[config.mk]
export PLATFORM = sky130hd
export DESIGN_NAME = sorted_drain
export DESIGN_NICKNAME = d
export VERILOG_FILES = /design/src/rtl/sorted_drain.sv
export SDC_FILE = /design/constraint.sdc
export NUM_CORES = 1
export LEC_CHECK = 0
export BUFFER_PORTS_ARGS = -buffer_cell sky130_fd_sc_hd__buf_2
export CAP_MARGIN = 20
export CORE_MARGIN = 3
export CORE_UTILIZATION = 35
export CTS_BUF_LIST = sky130_fd_sc_hd__clkbuf_8 sky130_fd_sc_hd__clkbuf_16
export CTS_CLUSTER_DIAMETER = 200
export DETAILED_ROUTE_END_ITERATION = 16
export GPL_TIMING_DRIVEN = 0
export PLACE_DENSITY_LB_ADDON = 0.1
export REMOVE_ABC_BUFFERS = 1
export SLEW_MARGIN = 20
export SYNTH_ARGS = -nofsm -noshare
export SYNTH_HDL_FRONTEND = slang
export SYNTH_SLANG_ARGS = --single-unit
[constraint.sdc]
create_clock -name ap_clk -period 2.75 [get_ports ap_clk]
set_input_delay 0.4125 -clock ap_clk [delete_from_list [all_inputs] [get_ports ap_clk]]
set_output_delay 0.4125 -clock ap_clk [all_outputs]
set_load 0.01 [all_outputs]
[src/rtl/sorted_drain.sv]
// Read-side consumer of the final merge-stage ping-pong buffer: reads N words through a
// 1-cycle-latency port, streams them over valid/ready, tags the last word and checks order.
module sorted_drain #(
  parameter int N  = 16,
  parameter int DW = 32,
  parameter int AW = 4
) (
  input  logic          ap_clk,
  input  logic          ap_rst_n,
  input  logic          ap_start,
  output logic          ap_done,
  input  logic          ap_continue,
  output logic          ap_idle,
  output logic          ap_ready,
  output logic [AW-1:0] buf_address0,
  output logic          buf_ce0,
  input  logic [DW-1:0] buf_q0,
  output logic [DW-1:0] out_data,
  output logic          out_valid,
  input  logic          out_ready,
  output logic          out_last,
  output logic          sorted_ok
);

  typedef enum logic [1:0] {S_IDLE, S_RUN, S_DONE} state_t;

  localparam logic [AW:0] N_W    = (AW + 1)'(N);
  localparam logic [AW:0] LAST_W = N_W - 1'b1;

  state_t          r_state;
  logic            r_done;
  logic            r_ready;
  logic [AW:0]     r_rd_ptr;
  logic [AW:0]     r_out_cnt;
  logic            r_inflight;
  logic [DW-1:0]   r_fifo [2];
  logic            r_head;
  logic            r_tail;
  logic [1:0]      r_count;
  logic [DW-1:0]   r_prev;
  logic            r_sorted_ok;

  logic            w_start_acc;
  logic            w_pop;
  logic            w_push;
  logic [2:0]      w_occ;
  logic            w_issue;
  logic            w_last_hs;

  assign w_start_acc = (r_state == S_IDLE) && ap_start;
  assign w_pop       = out_valid && out_ready;
  assign w_push      = r_inflight;
  // Occupancy after this cycle's pop, counting the read whose data lands next cycle.
  assign w_occ       = {1'b0, r_count} + {2'b0, r_inflight} - {2'b0, w_pop};
  assign w_issue     = (r_state == S_RUN) && (r_rd_ptr < N_W) && (w_occ < 3'd2);
  assign w_last_hs   = w_pop && (r_out_cnt == LAST_W);

  assign buf_ce0      = w_issue;
  assign buf_address0 = w_issue ? r_rd_ptr[AW-1:0] : '0;
  assign out_valid    = (r_count != 2'd0);
  assign out_data     = r_fifo[r_head];
  assign out_last     = out_valid && (r_out_cnt == LAST_W);
  assign sorted_ok    = r_sorted_ok;
  assign ap_done      = r_done;
  assign ap_ready     = r_ready;
  assign ap_idle      = (r_state == S_IDLE) && !ap_start;

  // NOTE: sequential state uses non-blocking assignments so every register samples
  // pre-edge values regardless of statement order.
  always_ff @(posedge ap_clk or negedge ap_rst_n) begin
    if (!ap_rst_n) begin
      r_state <= S_IDLE;
      r_done  <= 1'b0;
      r_ready <= 1'b0;
    end else begin
      r_ready <= 1'b0;
      case (r_state)
        S_IDLE: if (ap_start) r_state <= S_RUN;
        S_RUN: begin
          if (w_last_hs) begin
            r_state <= S_DONE;
            r_done  <= 1'b1;
            r_ready <= 1'b1;
          end
        end
        S_DONE: begin
          if (ap_continue) begin
            r_state <= S_IDLE;
            r_done  <= 1'b0;
          end
        end
        default: r_state <= S_IDLE;
      endcase
    end
  end

  // NOTE: the two FIFO entries are reset because the head entry is visible on
  // out_data even when empty, and it must read as zero out of reset.
  always_ff @(posedge ap_clk or negedge ap_rst_n) begin
    if (!ap_rst_n) begin
      r_rd_ptr    <= '0;
      r_out_cnt   <= '0;
      r_inflight  <= 1'b0;
      r_fifo[0]   <= '0;
      r_fifo[1]   <= '0;
      r_head      <= 1'b0;
      r_tail      <= 1'b0;
      r_count     <= 2'd0;
      r_prev      <= '0;
      r_sorted_ok <= 1'b1;
    end else if (w_start_acc) begin
      r_rd_ptr    <= '0;
      r_out_cnt   <= '0;
      r_inflight  <= 1'b0;
      r_head      <= 1'b0;
      r_tail      <= 1'b0;
      r_count     <= 2'd0;
      r_sorted_ok <= 1'b1;
    end else begin
      r_inflight <= w_issue;
      if (w_issue) r_rd_ptr <= r_rd_ptr + 1'b1;
      if (w_push) begin
        r_fifo[r_tail] <= buf_q0;
        r_tail         <= ~r_tail;
      end
      if (w_pop) begin
        r_head    <= ~r_head;
        r_out_cnt <= r_out_cnt + 1'b1;
        r_prev    <= out_data;
        if ((r_out_cnt != '0) && ($signed(out_data) < $signed(r_prev)))
          r_sorted_ok <= 1'b0;
      end
      r_count <= r_count + {1'b0, w_push} - {1'b0, w_pop};
    end
  end

endmodule

==> impl_results.md <==
- Total track usage: 14.4%
- Tightest Pin Transition: 0.891 ns
- Setup crit start kind: flop
- Bufs on Longest Clock Path: 2
- Vias in the first global route: 4068
- Final ANT Viol Nets: 0
- DR DRC count: 0
- Skew-Pair Late Insertion Delay: 0.41 ns
- Grt ovf: 0
- EDFF count, synth: 0
- Status: finished, violations left
- Layout Skew: 0.00769 ns
- Initial Util: 36.0%
- Worst EP required: 2.34 ns
- DP Wirelength: 8150 µm
- Violated checks: setup timing
- Mapped cell area: 0.00576 mm²
- Layout cells sized above 1: 41.8%
- Number of I/O port buffers: 79
- RSZ-0062 raised after global routing: yes
- WS Path Type: flop to output pin
- Final setup violating endpoints: 5
- DRT Wirelength: 11900 µm
- Final WS setup: -0.354 ns
- Drt pass-1 iters: 4
- Die Wd: 134 µm
- Die Area: 0.0180 mm²
- Core ar.: 0.0160 mm²
- Leakage: 3.44 nW
- Maximum vdd drop: 0.583 mV
- Clk sinks: 116
- Synth Register Bits: 116
- Highest Clock Rate: 322 MHz
- First-pass GRT wire length: 20400 µm
- Mapped Cells: 453
- Register area share after synthesis: 50.4%
- Top_reg_cell synth: dfrtp_1
- Endpoints failing hold: 0
- Setup TNS: -1.60 ns
- Iter 0 DRT Violations: 139
- Synth async-reset ratio: 100%
- CTS tree: done
- Initial antenna violation count: 0
- Area delta synth->final: 26.8%
- Total number of yosys warnings: 0
- Routability Congestion: 0.746
- Critical Path AT: 2.69 ns
- Post-route minimum period: 3.10 ns
- Avg Vias per Cell: 4.74
- Relative slew slack: 40.4%
- Pwr dens: 1420 mW/mm²
- Filler cells: 1546
- R2r worst-path depth: 11
- FP Rows: 46
- Number of buffers created by CTS: 17
- Fin. max-slew vios: 0
- Antenna diode count: 0
- Fin crit share: 113%
- Nets: 626
- Clock transition at path regs: 0.06 ns
- Largest net degree at the start of global routing: 63
- # Max-Cap Violations: 0
- WHS Path Cells: 2
- CTS H-tree lvls: 4
- Syn Area/Cell: 12.7 µm²
- Fin cells: 780
- Die Span Y: 134 µm
- CP Max Fanout: 3
- Cell count after placement: 738
- Distinct cells, synth: 43
- Ports: 80
- Via count: 3698
- Root Driver: clkbuf_16
- Hold Crit Class: input port to flop
- CP endpoint kind: output pin
- Post-DR wirelength/cell: 15.2 µm
## repair_timing
item                                    4_1_cts  5_1_grt
endpoints found under the hold margin        53        0
resized for setup                            10        6
buffers inserted                              7        2
pin swaps                                     6        4
cloned                                        0        0
endpoints found under the setup margin       10        5
hold buffers                                  1        0
## critical path: stages (launching register included)
cell     delay, ns
dfrtp_1       0.40
o21a_4        0.22
ha_4          0.26
inv_2         0.04
ha_4          0.14
fa_2          0.45
nor4_4        0.35
buf_4         0.19
and2_4        0.14
buf_6         0.09
## layout make-up
class / count / area, µm² / area share, %
flip-flops and latches: 116 / 2910 / 39.8
multi-input cells: 281 / 2650 / 36.3
repair buffers: 94 / 628 / 8.60
clock buffers: 22 / 494 / 6.77
well taps: 216 / 270 / 3.70
clock inverters: 10 / 199 / 2.72
inverters: 41 / 154 / 2.11
## state kept, by name, summed over array words and instances (netlist names)
register    flops
ap_done         1
ap_ready        1
r_count         2
r_fifo         64
r_head          1
r_inflight      1
r_out_cnt       5
r_prev         32
r_rd_ptr        5
r_state         2
r_tail          1
sorted_ok       1
## per-layer routing
layer | up-vias | global-route usage [%] | part of all wire [%] | routed length [µm]
met5 | - | 0 | 0 | 0
met4 | 0 | 5.26 | 1.4 | 164
met3 | 13 | 4.80 | 4.3 | 513
met2 | 59 | 23.4 | 49 | 5820
met1 | 1842 | 18.1 | 45 | 5380
li1 | 1784 | - | - | -
## placed cells by master (no fill, tap or decap), types with 3 or more instances in the layout
| master | synthesis | routed |
|---|---|---|
| clkinv_2 | 0 | 3 |
| clkbuf_8 | 0 | 5 |
| buf_16 | 0 | 3 |
| and2_4 | 1 | 4 |
| clkbuf_16 | 0 | 17 |
| a21oi_1 | 16 | 16 |
| buf_6 | 3 | 8 |
| and2_1 | 6 | 3 |
| inv_1 | 41 | 41 |
| buf_2 | 4 | 73 |
| mux2_2 | 91 | 91 |
| nand4_1 | 7 | 7 |
| nor2_1 | 23 | 23 |
| bufinv_16 | 0 | 6 |
| o21ai_0 | 4 | 4 |
| dfrtp_1 | 115 | 114 |
| buf_4 | 6 | 8 |
| mux2_1 | 35 | 35 |
| a31oi_1 | 3 | 3 |
| nand2_1 | 12 | 12 |
| nor4_1 | 3 | 3 |
| ha_1 | 37 | 35 |
| xor2_1 | 4 | 4 |
| a211oi_1 | 4 | 4 |
| xnor2_1 | 5 | 5 |
## per-stage QoR
step	hold WS [ns]	area [µm²]	setup WS, ns	power, mW	util, %
2_1_floorplan	0.117	5650	-0.134	6.18	-
3_3_place_gp	0.463	6320	-0.854	7.39	39.5
5_1_grt	0.181	7300	-0.482	11.3	45.6
3_5_place_dp	0.421	6450	-0.458	7.61	40.3
4_1_cts	0.161	7260	-0.335	10.5	45.4
6_report	0.180	7300	-0.354	10.4	45.6
## synthesized netlist by cell type (5+ instances only)
| library cell | count | area share [%] |
|---|---|---|
| nor2_1 | 23 | 1.5 |
| a21oi_1 | 16 | 1.4 |
| inv_1 | 41 | 2.7 |
| mux2_1 | 35 | 6.8 |
| and2_1 | 6 | 0.65 |
| buf_4 | 6 | 0.78 |
| nand4_1 | 7 | 0.76 |
| xnor2_1 | 5 | 0.76 |
| ha_1 | 37 | 8.0 |
| dfrtp_1 | 115 | 50 |
| mux2_2 | 91 | 18 |
| nand2_1 | 12 | 0.78 |
## power breakdown
part           total (mW)  switching (mW)  internal (mW)
clock                2.56           0.750           1.81
sequential           3.01           0.437           2.57
combinational        4.83            2.35           2.48
## cell families after synthesis
family          share of synthesized area, %
compound gates                          3.87
simple gates                            6.45
mux                                     25.0
buf+inv                                 4.52
fa+ha+maj                               8.39
xor+xnor                                1.37
flops                                   50.4
## final timing paths
path	from	endpoint	slack, ns
max	r_count[0]$_DFF_PN0_	buf_address0[0]	-0.35
min	ap_continue	r_state[1]$_DFFE_PN0P_	0.18
max reg2reg	r_count[0]$_DFF_PN0_	r_rd_ptr[3]$_DFFE_PN0P_	0.17
min reg2reg	r_fifo[38]$_DFFE_PN0P_	r_fifo[38]$_DFFE_PN0P_	0.48
max in group asynchronous	ap_rst_n	r_head$_DFFE_PN0P_	1.52
min in group asynchronous	ap_rst_n	r_fifo[15]$_DFFE_PN0P_	0.53
No activity file was read; power rests on OpenSTA's default activity.
